**config.mk**
```make
export PLATFORM = sky130hd
export DESIGN_NAME = mod_updown_counter
export DESIGN_NICKNAME = d
export VERILOG_FILES = /design/src/rtl/mod_cnt_pkg.sv /design/src/rtl/cnt_prescaler.sv /design/src/rtl/mod_updown_counter.sv
export SDC_FILE = /design/constraint.sdc
export NUM_CORES = 1
export LEC_CHECK = 0
export BUFFER_PORTS_ARGS = -buffer_cell sky130_fd_sc_hd__buf_2
export CORE_AREA = 2 2 39 41
export CTS_CLUSTER_SIZE = 8
export DETAILED_ROUTE_END_ITERATION = 16
export DIE_AREA = 0 0 41 43
export PLACE_DENSITY = 0.54
export SLEW_MARGIN = 20
export SYNTH_ARGS = -nofsm -noshare
export SYNTH_HDL_FRONTEND = slang
export SYNTH_SLANG_ARGS = --single-unit
```
**constraint.sdc**
```tcl
create_clock -name clk -period 2 [get_ports clk]
set_input_delay 0.4 -clock clk [delete_from_list [all_inputs] [get_ports clk]]
set_output_delay 0.4 -clock clk [all_outputs]
set_load 0.02 [all_outputs]
```
**src/rtl/mod_cnt_pkg.sv**
```systemverilog
// Shared constants for the modulo up/down counter: default parameter values
// and the encoding of the direction input.
package mod_cnt_pkg;

  localparam int DEF_WIDTH    = 4;
  localparam int DEF_MODULUS  = 16;
  localparam int DEF_PRESCALE = 1;

  localparam logic DIR_UP   = 1'b1;
  localparam logic DIR_DOWN = 1'b0;

endpackage

```
**src/rtl/cnt_prescaler.sv**
```systemverilog
// Enabled-cycle prescaler: raises tick on every PRESCALE-th enabled cycle.
// restart returns the phase to zero and suppresses the tick of that cycle.
module cnt_prescaler #(
  parameter int PRESCALE = 1
) (
  input  logic clk,
  input  logic rst,
  input  logic en,
  input  logic restart,
  output logic tick
);

  // With PRESCALE=1 the phase register is constant zero, so tick reduces to en.
  localparam int            PW   = (PRESCALE > 1) ? $clog2(PRESCALE) : 1;
  localparam logic [PW-1:0] LAST = PW'(PRESCALE - 1);
  localparam logic [PW-1:0] ONE  = PW'(1);

  logic [PW-1:0] cnt_q;
  logic [PW-1:0] cnt_d;
  logic          at_last;

  assign at_last = (cnt_q == LAST);
  assign tick    = en && at_last && !restart;

  always_comb begin
    cnt_d = cnt_q;
    if (restart) begin
      cnt_d = '0;
    end else if (en) begin
      cnt_d = at_last ? '0 : cnt_q + ONE;
    end
  end

  always_ff @(posedge clk or negedge rst) begin
    if (!rst) begin
      cnt_q <= '0;
    end else begin
      cnt_q <= cnt_d;
    end
  end

endmodule

```
**src/rtl/mod_updown_counter.sv**
```systemverilog
// Modulo-MODULUS up/down counter with prescaler, load, clear and terminal-count pulse.
// Define MOD_UPDOWN_COUNTER_SAT_EN to saturate at the boundaries instead of wrapping.
module mod_updown_counter
  import mod_cnt_pkg::*;
#(
  parameter int     WIDTH    = DEF_WIDTH,
  parameter longint MODULUS  = DEF_MODULUS,
  parameter int     PRESCALE = DEF_PRESCALE
) (
  input  logic             clk,
  input  logic             rst,
  input  logic             en,
  input  logic             up,
  input  logic             load,
  input  logic [WIDTH-1:0] load_val,
  input  logic             clr,
  output logic [WIDTH-1:0] q,
  output logic             tc
);

  if (WIDTH < 1 || WIDTH > 32) begin : g_bad_width
    $error("mod_updown_counter: WIDTH=%0d outside 1..32", WIDTH);
  end
  if (MODULUS < 2 || MODULUS > (longint'(1) << WIDTH)) begin : g_bad_modulus
    $error("mod_updown_counter: MODULUS=%0d outside 2..2**WIDTH", MODULUS);
  end
  if (PRESCALE < 1 || PRESCALE > 256) begin : g_bad_prescale
    $error("mod_updown_counter: PRESCALE=%0d outside 1..256", PRESCALE);
  end

  localparam logic [WIDTH-1:0] MAX_Q = WIDTH'(MODULUS - 1);
  localparam logic [WIDTH-1:0] ONE   = WIDTH'(1);

  logic [WIDTH-1:0] q_q;
  logic [WIDTH-1:0] q_d;
  logic             tc_q;
  logic             tc_d;
  logic             tick;
  logic             at_bound;

  cnt_prescaler #(
    .PRESCALE(PRESCALE)
  ) u_prescaler (
    .clk    (clk),
    .rst    (rst),
    .en     (en),
    .restart(clr | load),
    .tick   (tick)
  );

  // A boundary is the value from which the next step in the current direction wraps.
  assign at_bound = (up == DIR_UP) ? (q_q == MAX_Q) : (q_q == '0);

  always_comb begin
    q_d  = q_q;
    tc_d = 1'b0;
    if (clr) begin
      q_d = '0;
    end else if (load) begin
      q_d = (load_val > MAX_Q) ? MAX_Q : load_val;
    end else if (tick) begin
      tc_d = at_bound;
`ifdef MOD_UPDOWN_COUNTER_SAT_EN
      if (!at_bound) begin
        q_d = (up == DIR_UP) ? q_q + ONE : q_q - ONE;
      end
`else
      if (up == DIR_UP) begin
        q_d = at_bound ? '0 : q_q + ONE;
      end else begin
        q_d = at_bound ? MAX_Q : q_q - ONE;
      end
`endif
    end
  end

  always_ff @(posedge clk or negedge rst) begin
    if (!rst) begin
      q_q  <= '0;
      tc_q <= 1'b0;
    end else begin
      q_q  <= q_d;
      tc_q <= tc_d;
    end
  end

  assign q  = q_q;
  assign tc = tc_q;

endmodule

```
==> results of run 1 <==
-- cells in the mapped netlist (all sizes together) --
cell type	count	share of area, %
a21oi	5	6.4
mux2i	2	5.1
o21ai	4	5.1
o21a	1	1.9
mux2	1	2.9
a31oi	1	1.6
nor3	1	1.3
nor2b	1	1.6
and3	1	1.6
o31ai	2	3.8
nand2	3	2.9
nor2	3	2.9
xnor2	2	4.5
or4	1	1.9
buf	1	1.3
ha	2	6.4
dfrtp	5	32
nand4b	1	2.2
o311ai	1	2.2
inv	5	4.8
a32o	1	2.6
or3b	1	2.2
nand4	1	1.6
clkbuf	1	0.96
-- sequential cells by signal (all words and copies together), names as in the netlist --
name,count
q,4
tc,1
-- worst max-delay path: cells and delay by family, from the launching register on --
| family | cells | cell delay, ps |
|---|---|---|
| compound gates | 3 | 360 |
| fa+ha+maj | 1 | 180 |
| buf+inv | 1 | 120 |
| flops | 1 | 440 |
| simple gates | 1 | 370 |
-- logic make-up (layout without fill, tap and decap cells) --
| group | count (synthesis) | count (layout) | share of synthesized area, % |
|---|---|---|---|
| AOI/OAI and AO/OA | 15 | 15 | 23.72 |
| and+or+nand+nor | 13 | 13 | 18.27 |
| buffers and inverters | 7 | 24 | 7.047 |
| DFF | 5 | 5 | 32.05 |
| xor gates and xnor gates | 2 | 2 | 4.488 |
| adders and majority gates | 2 | 2 | 6.409 |
| muxes | 3 | 3 | 8.013 |
-- power groups by stage --
stage          registers (mW)  clock network (mW)  logic, mW
3_3_place_gp            0.126                   0     0.0856
3_5_place_dp            0.126                   0     0.0862
5_1_grt                 0.126               0.131      0.101
2_1_floorplan           0.131                   0     0.0485
4_1_cts                 0.124               0.118     0.0880
6_report                0.124               0.116     0.0867
-- layout make-up --
type	count	area [um^2]	area share, %
Timing Repair Buffer	15	80.08	15.76
Tap cell	16	20.02	3.941
Sequential cell	5	125.1	24.63
Multi-Input combinational cell	35	237.7	46.80
Clock buffer	4	26.28	5.172
Inverter	5	18.77	3.695
-- what timing repair did --
action,CTS,global route
hold buffers,1,0
buffers inserted,0,0
endpoints found under the setup margin,0,0
hold endpoints to repair,5,0
-- per-stage QoR --
stage / cell area [um^2] / instances / hold WS (ps) / utilization, %
floorplan: 390.4 / 47 / 104.4 / -
global placement: 471.7 / 75 / 215.5 / 34.09
detailed placement: 471.7 / 75 / 216.4 / 34.09
CTS: 508.0 / 80 / 395.0 / 36.71
global route: 508.0 / 80 / 390.6 / 36.71
finish: 508.0 / 80 / 393.6 / 36.71
-- worst paths after layout --
kind                               endpoint  slack [ps]  cells past startpoint
hold / removal             q[1]$_DFFE_PN0P_         390                      2
hold reg to reg            q[0]$_DFFE_PN0P_         620                      2
setup / recovery           q[0]$_DFFE_PN0P_         440                      6
min in group asynchronous      tc$_DFF_PN0_         500                      2
max in group asynchronous  q[0]$_DFFE_PN0P_        1380                      2
setup reg to reg           q[0]$_DFFE_PN0P_         440                      6
-- routing by layer --
metal  vias up  GRT usage, %
li1        209             -
met1       166         14.29
met5         -             0
met2        15         18.75
met4         0         11.33
met3         6         2.618
-- cells in the final DEF, fill, tap and decap left out --
cell type,count
nor3_1,1
nor2_1,3
nor2b_1,1
o21ai_0,4
o21a_1,1
or3b_1,1
nand2_1,3
xnor2_1,2
nand4_1,1
o31ai_1,2
or4_1,1
clkbuf_1,1
dfrtp_1,5
inv_1,4
clkbuf_4,3
buf_2,14
a21oi_1,5
o311ai_0,1
ha_1,2
a32o_1,1
nand4b_1,1
mux2_2,1
dlygate4sd3_1,1
inv_2,1
mux2i_1,2
a31oi_1,1
and3_1,1
==> flow_metrics.py, run 1 <==
metrics = {
    "global_routing": {
        "grt_pass1_vias": 384,
        "grt_use_total_pct": 12.70,
        "grt_max_degree": 12,
        "overflow": 0,
        "grt_pass1_wl_mm": 1.538,
        "antenna_found_initial": 0,
    },
    "clocking": {
        "cts_buffers": 3,
        "clk_pin_slew_ps": 40,
        "clk_latency_ps": 240,
        "clock_path_buffers": 2,
        "htreeDepth": 1,
        "cts.sinks": 5,
        "cts_resized": 0,
        "cts_root_buffer": "clkbuf_4",
        "tritoncts": "built",
    },
    "floorplanning": {
        "initial_utilization_pct": 28.21,
        "dieHeight_um": 43,
        "die_w_um": 41,
        "io_pins": 15,
        "row_count": 14,
        "die-area_um2": 1763,
        "core_area_um2": 1384,
    },
    "run_status": {
        "status": "completed",
    },
    "synthesis": {
        "synth_cells": 47,
        "ys_types": 25,
        "syn_nets": 59,
        "ys_seq_area_share_pct": 32.05,
        "ys.warnings.count": 0,
        "ys_ff_latch": 5,
        "syn-cell-area_um2": 390.4,
        "avgSynthCellArea_um2": 8.306,
    },
    "power": {
        "seq_power_share_pct": 38.0,
        "intPower_mw": 0.2246,
        "p_per_area_nw_per_um2": 642.5,
        "switching_share_pct": 31.18,
        "total_power_mw": 0.3264,
        "switching_power_mw": 0.1018,
        "combPwrFrac_pct": 26.6,
        "power.share.clock_pct": 35.4,
        "p_leak_nw": 0.2477,
        "ir_worst_vdd_uv": 146.8,
    },
    "timing": {
        "max_freq_ghz": 0.6417,
        "worstMarginPinSlew_ps": 321.4,
        "setup_violations": 0,
        "finalWorstPathRequiredPeriod_ps": 1558,
        "drv_slew": 0,
        "tns_ps": 0,
        "hold_viol": 0,
        "fin_skew_ps": 0.2879,
        "min_period_over_period_pct": 77.92,
        "rsz0062_at_grt": "no",
        "slew_headroom_pct": 78.41,
        "layout_setup_ws_ps": 441.5,
    },
    "worst_setup_path": {
        "rr_startpoint": "q[0]$_DFFE_PN0P_",
        "critPathMaxFanout": 8,
        "slowest_delay_ps": 440,
        "crit_required_ps": 2160,
        "cp-end-kind": "register",
        "cp.arrival_ps": 1720,
        "critical_path.cell_chain": "inv_1, ha_1, or3b_1, a21oi_1, o31ai_1, o21ai_0",
        "crit_slowest_cell": "dfrtp_1",
        "criticalPathCategory": "register to register",
        "critPathLaunch": "q[0]$_DFFE_PN0P_",
        "start_kind": "register",
    },
    "route": {
        "drc": 0,
        "drt_first_pass_iters": 2,
        "wl_met2_um": 411,
        "routed_wl_um": 897,
        "detail_route.vias_per_cell": 4.950,
        "wl_met1_um": 383,
        "initialDrtViolationCount": 2,
        "top_layer": "met4",
        "dr_wl_met3_um": 59,
        "vias": 396,
        "wl_per_cell_um": 11.21,
        "final_antenna_net_count": 0,
    },
    "hold_path": {
        "hp-start": "clr",
        "min_path_type": "input port to register",
    },
    "placement": {
        "gp_congestion": 0.7993,
        "portBuffers": 14,
        "dp_slack_ps": 448.9,
        "dp_hpwl_um": 727.5,
    },
    "final_layout": {
        "n_fill_cell": 155,
        "diodes": 0,
        "area_growth_pct": 30.13,
        "drive_above_1_share_pct": 29.69,
        "nNetsFinal": 77,
    },
    "flow_run": {
        "maxCapViolCount": 0,
    },
}
No activity file was read; power rests on OpenSTA's default activity.
==> run 2, diff against run 1 <==
--- a/config.mk
+++ b/config.mk
@@ -5,12 +5,13 @@
 export SDC_FILE = /design/constraint.sdc
 export NUM_CORES = 1
 export LEC_CHECK = 0
+export ABC_AREA = 1
 export BUFFER_PORTS_ARGS = -buffer_cell sky130_fd_sc_hd__buf_2
 export CORE_AREA = 2 2 39 41
 export CTS_CLUSTER_SIZE = 8
 export DETAILED_ROUTE_END_ITERATION = 16
 export DIE_AREA = 0 0 41 43
-export PLACE_DENSITY = 0.54
+export PLACE_DENSITY = 0.59
 export SLEW_MARGIN = 20
 export SYNTH_ARGS = -nofsm -noshare
 export SYNTH_HDL_FRONTEND = slang
==> constraint.sdc (replaced) <==
create_clock -name clk -period 1.4 [get_ports clk]
set_input_delay 0.28 -clock clk [delete_from_list [all_inputs] [get_ports clk]]
set_output_delay 0.28 -clock clk [all_outputs]
set_load 0.02 [all_outputs]
==> run 2 against run 1 <==
  * Clock skew rose by 4.5 ps
  * Global-route usage rose by 1.8 points
  * Die area did not move
  * Sequential power rose by 46%
  * Via count rose by 18%
==> flow_metrics.py, run 2 <==
metrics = {
    "timing": {
        "slew_headroom_pct": 82.03,
        "worstMarginPinSlew_ps": 269.5,
        "fin_skew_ps": 4.763,
        "tns_ps": 0,
        "min_period_over_period_pct": 91.48,
        "finalWorstPathRequiredPeriod_ps": 1281,
        "rsz0062_at_grt": "no",
        "hold_viol": 0,
        "layout_setup_ws_ps": 119.2,
        "max_freq_ghz": 0.7808,
        "drv_slew": 0,
        "setup_violations": 0,
    },
    "synthesis": {
        "postSynth.asyncResetShare_pct": 100.0,
        "avgSynthCellArea_um2": 6.761,
        "syn-cell-area_um2": 419.2,
        "synthTopCellsByCount": "nand2_1 (15), inv_1 (10), nand3_1 (6)",
        "ys_types": 18,
        "ys_seq_area_share_pct": 29.85,
        "ys_ff_latch": 5,
        "synth_edf_count": 0,
        "synth_top_cell_area_share_pct": 29.85,
        "synth.area.top_cells": "dfrtp_1 (30%), nand2_1 (13%), inv_1 (9.0%), nand3_1 (7.2%), ha_1 (6.0%)",
        "syn_nets": 74,
        "yosysMostFrequentCell": "nand2_1",
        "ys.warnings.count": 0,
        "synth_top_area_cell": "dfrtp_1",
        "synth-main-ff-cell": "dfrtp_1",
        "synth_cells": 62,
    },
    "worst_setup_path": {
        "criticalPathCategory": "register to register",
        "crit_required_ps": 1530,
        "rr_endpoint": "q[1]$_DFFE_PN0P_",
        "crit_buf_inv": 1,
        "worstRegToRegCells": 6,
        "start_kind": "register",
        "rrSetupSlack_ps": 120,
        "critical_path.cell_chain": "inv_1, ha_1, a21oi_2, o21ai_1, o211ai_1, o21ai_1",
        "crit_slowest_cell": "dfrtp_2",
        "cp.arrival_ps": 1410,
        "cp-end-kind": "register",
        "rr_startpoint": "q[0]$_DFFE_PN0P_",
        "crit_top_cell": "o21ai_1",
        "slowest_delay_ps": 400,
        "cp_top_family": "flip-flops",
        "critPathMaxFanout": 6,
    },
    "placement": {
        "placed_cell_area_um2": 498.0,
        "portBuffers": 14,
        "dp_slack_ps": 55.07,
        "dp_hpwl_um": 834.6,
        "gp_congestion": 0.7467,
    },
    "route": {
        "drt_first_pass_iters": 6,
        "wl_per_cell_um": 11.07,
        "vias": 466,
        "final_antenna_net_count": 0,
        "routed_wl_mm": 1.074,
        "initialDrtViolationCount": 11,
        "drc": 0,
        "detail_route.vias_per_cell": 4.804,
    },
    "global_routing": {
        "grt_max_degree": 10,
        "grt_pass1_vias": 401,
        "antenna_found_initial": 0,
        "overflow": 0,
        "grtUsageMet2_pct": 21.88,
        "grt_use_total_pct": 14.49,
        "grt_use_met1_pct": 18.12,
        "grt_pass1_wl_mm": 1.697,
        "busiest_layer": "met2",
        "grt_use_met3_pct": 3.141,
    },
    "floorplanning": {
        "core_area_um2": 1384,
        "initial_utilization_pct": 30.29,
        "die_w_um": 41,
        "row_count": 14,
        "io_pins": 15,
        "dieHeight_um": 43,
        "die-area_um2": 1763,
    },
    "clocking": {
        "tritoncts": "built",
        "htreeDepth": 1,
        "clk_pin_slew_ps": 50,
        "cts_root_buffer": "clkbuf_4",
        "clk_latency_ps": 260,
        "cts.sinks": 5,
        "cts_buffers": 3,
        "clock_path_buffers": 2,
    },
    "final_layout": {
        "area_growth_pct": 30.75,
        "mostFrequentLayoutCell": "nand2_1",
        "stdcell_area_um2": 548.0,
        "nNetsFinal": 94,
        "final_cell_mix": "nand2_1 (15), buf_2 (14), inv_1 (10), nand3_1 (6), o21ai_1 (5)",
        "drive_above_1_share_pct": 30.86,
        "diodes": 0,
        "largest_register_ffs": 4,
        "final_util_pct": 39.60,
    },
    "power": {
        "seq_power_share_pct": 34.8,
        "p_leak_nw": 0.2905,
        "p_per_area_nw_per_um2": 947.2,
        "switching_power_mw": 0.1891,
        "ir_worst_vdd_uv": 309.2,
        "switching_share_pct": 36.42,
        "combPwrFrac_pct": 30.0,
        "power.share.clock_pct": 35.3,
        "intPower_mw": 0.3300,
        "total_power_mw": 0.5191,
    },
    "hold_path": {
        "hp-start": "en",
        "whs_path_depth": 3,
        "min_path_type": "input port to register",
        "hold_end": "tc$_DFF_PN0_",
    },
    "flow_run": {
        "maxCapViolCount": 0,
    },
    "run_status": {
        "status": "completed",
    },
}
## run 2: cell count changes after synthesis, sizes merged, moves of 2 or more
cell,delta
a21oi,-2
inv,+6
mux2i,-2
nand2,+13
nand3,+6
nor2,+3
o21ai,+2
o31ai,-2
xnor2,-2
## run 2: per-layer routing
layer,wire [um],up-vias
met5,0,-
met3,50,6
met2,512,12
met1,489,207
li1,-,241
met4,21,0
## run 2: layout make-up
| class | count | area [um^2] |
|---|---|---|
| fill | 150 | 835.8 |
| multi-input combinational | 45 | 245.2 |
| clock buffer | 4 | 26.28 |
| timing repair buffer | 16 | 87.58 |
| sequential | 5 | 127.6 |
| tap | 16 | 20.02 |
| inverter | 11 | 41.29 |
## run 2: kinds of logic (layout without fill, tap and decap cells)
kind of cell,Yosys count,in the layout,synth area share [%]
DFF,5,5,29.85
AOI/OAI and AO/OA,13,13,17.61
adders and majority gates,2,2,5.969
and+or+nand+nor,30,30,34.03
buffers and inverters,12,31,12.54
## run 2: worst max path at each step
stage,slack [ps],cells past startpoint,end,startpoint
after floorplan,20,6,q[1]$_DFFE_PN0P_,q[0]$_DFFE_PN0P_
after global placement,90,6,q[1]$_DFFE_PN0P_,q[0]$_DFFE_PN0P_
after detailed placement,60,6,q[1]$_DFFE_PN0P_,q[0]$_DFFE_PN0P_
after CTS,40,6,q[1]$_DFFE_PN0P_,q[0]$_DFFE_PN0P_
after global routing,10,6,q[1]$_DFFE_PN0P_,q[0]$_DFFE_PN0P_
final,120,6,q[1]$_DFFE_PN0P_,q[0]$_DFFE_PN0P_
## run 2: metrics by stage
stage | hold WS [ps] | cells
6_report | 275.2 | 97
4_1_cts | 273.0 | 96
5_1_grt | 292.9 | 97
2_1_floorplan | -15.59 | 62
3_3_place_gp | 99.92 | 91
3_5_place_dp | 104.8 | 91
## run 2: power groups by stage
stage	clock [mW]	sequential (mW)	combinational [mW]
6_report	0.183	0.181	0.156
2_1_floorplan	0	0.189	0.0904
3_3_place_gp	0	0.181	0.142
4_1_cts	0.186	0.180	0.147
3_5_place_dp	0	0.182	0.144
5_1_grt	0.192	0.184	0.176
## run 2: worst reg2reg max path: cells and delay by family, from the launching register on
kind                       cells  cell delay (ps)
DFF                            1              400
buffers and inverters          1               80
AOI/OAI and AO/OA              4              360
adders and majority gates      1              320
## run 2: timing repair
item | 4_1_cts | 5_1_grt
hold endpoints to repair | 5 | 0
resized for setup | 0 | 4
endpoints found under the setup margin | 0 | 5
hold buffers | 1 | 0
buffers inserted | 0 | 1
==> run 3, diff against run 2 <==
--- a/config.mk
+++ b/config.mk
@@ -11,7 +11,8 @@
 export CTS_CLUSTER_SIZE = 8
 export DETAILED_ROUTE_END_ITERATION = 16
 export DIE_AREA = 0 0 41 43
-export PLACE_DENSITY = 0.59
+export HOLD_SLACK_MARGIN = 0.06
+export PLACE_DENSITY = 0.57
 export SLEW_MARGIN = 20
 export SYNTH_ARGS = -nofsm -noshare
 export SYNTH_HDL_FRONTEND = slang
==> run 3 against run 2 <==
  * Utilization is 0.18 points lower
  * Clock power down 8%
  * Register-to-register slack hardly changed
  * Largest power group is now sequential cells
==> flow_metrics.py, run 3 (same netlist as run 2, synthesis figures left out) <==
metrics = {
    "run_status": {
        "status": "completed",
    },
    "placement": {
        "dp_hpwl_um": 788.9,
        "gp_congestion": 0.7662,
        "portBuffers": 14,
    },
    "hold_path": {
        "hp-start": "load_val[1]",
        "min_path_type": "input port to register",
        "hold_end": "q[1]$_DFFE_PN0P_",
        "whs_path_depth": 3,
    },
    "timing": {
        "worstMarginPinSlew_ps": 252.6,
        "rsz0062_at_grt": "no",
        "tns_ps": 0,
        "finalWorstPathRequiredPeriod_ps": 1289,
        "drv_slew": 0,
        "fin_skew_ps": 3.411,
        "max_freq_ghz": 0.7758,
        "slew_headroom_pct": 83.16,
        "whs_ps": 285.6,
        "min_period_over_period_pct": 92.07,
        "hold_viol": 0,
        "setup_violations": 0,
    },
    "clocking": {
        "cts_setup_buffers": 0,
        "cts_root_buffer": "clkbuf_4",
        "clk_pin_slew_ps": 40,
        "cts_buffers": 3,
        "tritoncts": "built",
        "clock_path_buffers": 2,
        "cts.sinks": 5,
        "htreeDepth": 1,
        "clk_latency_ps": 240,
    },
    "worst_setup_path": {
        "start_kind": "register",
        "critPathMaxFanout": 7,
        "criticalPathCategory": "register to register",
        "worstRegToRegCells": 6,
        "rrSetupSlack_ps": 110,
        "cp-end-kind": "register",
        "rr_endpoint": "q[1]$_DFFE_PN0P_",
        "crit_required_ps": 1520,
        "rr_startpoint": "q[0]$_DFFE_PN0P_",
        "critPathLaunch": "q[0]$_DFFE_PN0P_",
        "cp.arrival_ps": 1410,
    },
    "global_routing": {
        "grt_max_degree": 10,
        "grt_pass1_vias": 358,
        "grt_pass1_wl_mm": 1.518,
        "grt_use_total_pct": 13.08,
        "overflow": 0,
        "antenna_found_initial": 0,
    },
    "power": {
        "p_leak_nw": 0.2900,
        "ir_worst_vdd_uv": 356.5,
        "p_per_area_nw_per_um2": 914.2,
    },
    "final_layout": {
        "multiInputGateArea_um2": 244.0,
        "final_cell_mix": "nand2_1 (15), buf_2 (14), inv_1 (9), nand3_1 (6)",
        "diodes": 0,
        "area.sequential_um2": 126.4,
        "drive_above_1_share_pct": 30.86,
        "nNetsFinal": 94,
        "area_growth_pct": 30.15,
        "n_fill_cell": 164,
        "largest_register_ffs": 4,
        "mostFrequentLayoutCell": "nand2_1",
    },
    "flow_run": {
        "maxCapViolCount": 0,
    },
    "route": {
        "wl_per_cell_um": 9.990,
        "drc": 0,
        "initialDrtViolationCount": 13,
        "vias": 462,
        "routed_wl_um": 969,
        "detail_route.vias_per_cell": 4.763,
        "drt_first_pass_iters": 5,
        "final_antenna_net_count": 0,
    },
    "floorplanning": {
        "io_pins": 15,
        "dieHeight_um": 43,
        "initial_utilization_pct": 30.29,
        "core_area_um2": 1384,
        "die-area_um2": 1763,
        "die_w_um": 41,
        "row_count": 14,
    },
}
[run 3: cell counts in the layout (fill, tap and decap cells not counted)]
Identical to the previous run, type by type.
[run 3: area by class of cell]
cell class	instances	area share (%)
timing repair buffer	16	16.06
multi-input combinational	45	44.72
tap	16	3.670
inverter	11	7.569
clock buffer	4	4.817
sequential	5	23.17
[run 3: critical path, stage by stage, from the launching register on]
cell      delay (ps)
dfrtp_2          450
inv_2             80
ha_2             270
a21oi_1          110
o21ai_0          100
o211ai_1          80
o21ai_1           80
[run 3: worst max path at each step]
stage / slack (ps) / end / depth (start not counted)
5_1_grt: 30 / q[3]$_DFFE_PN0P_ / 8
3_3_place_gp: 60 / q[1]$_DFFE_PN0P_ / 6
2_1_floorplan: 20 / q[1]$_DFFE_PN0P_ / 6
3_5_place_dp: 50 / q[1]$_DFFE_PN0P_ / 6
4_1_cts: 30 / q[1]$_DFFE_PN0P_ / 6
6_report: 110 / q[1]$_DFFE_PN0P_ / 6
[run 3: through the flow]
stage | area [um^2] | std cells | total power, mW | utilization [%] | setup slack (ps)
2_1_floorplan | 419.2 | 62 | 0.2796 | - | 15.44
3_5_place_dp | 505.5 | 92 | 0.3295 | 36.53 | 48.45
3_3_place_gp | 505.5 | 92 | 0.3276 | 36.53 | 56.78
4_1_cts | 541.8 | 97 | 0.5038 | 39.15 | 33.50
6_report | 545.5 | 97 | 0.4987 | 39.42 | 111.0
5_1_grt | 545.5 | 97 | 0.5398 | 39.42 | 31.03
[run 3: layer usage]
layer / share of wire [%] / global-route usage, %
met5: 0 / 0
met4: 0 / 4.000
met3: 6.5 / 7.853
met2: 49 / 17.50
met1: 44 / 17.15
[run 3: what timing repair did]
action,CTS,global route
endpoints found under the hold margin,5,0
gates resized for setup,0,3
hold buffers,1,0
setup endpoints to repair,0,4
[run 3: report_power, final]
group | internal (mW) | leakage [nW] | switching, mW
clock | 0.108 | 0.0150 | 0.0601
combinational | 0.0630 | 0.211 | 0.0889
sequential | 0.158 | 0.0638 | 0.0210
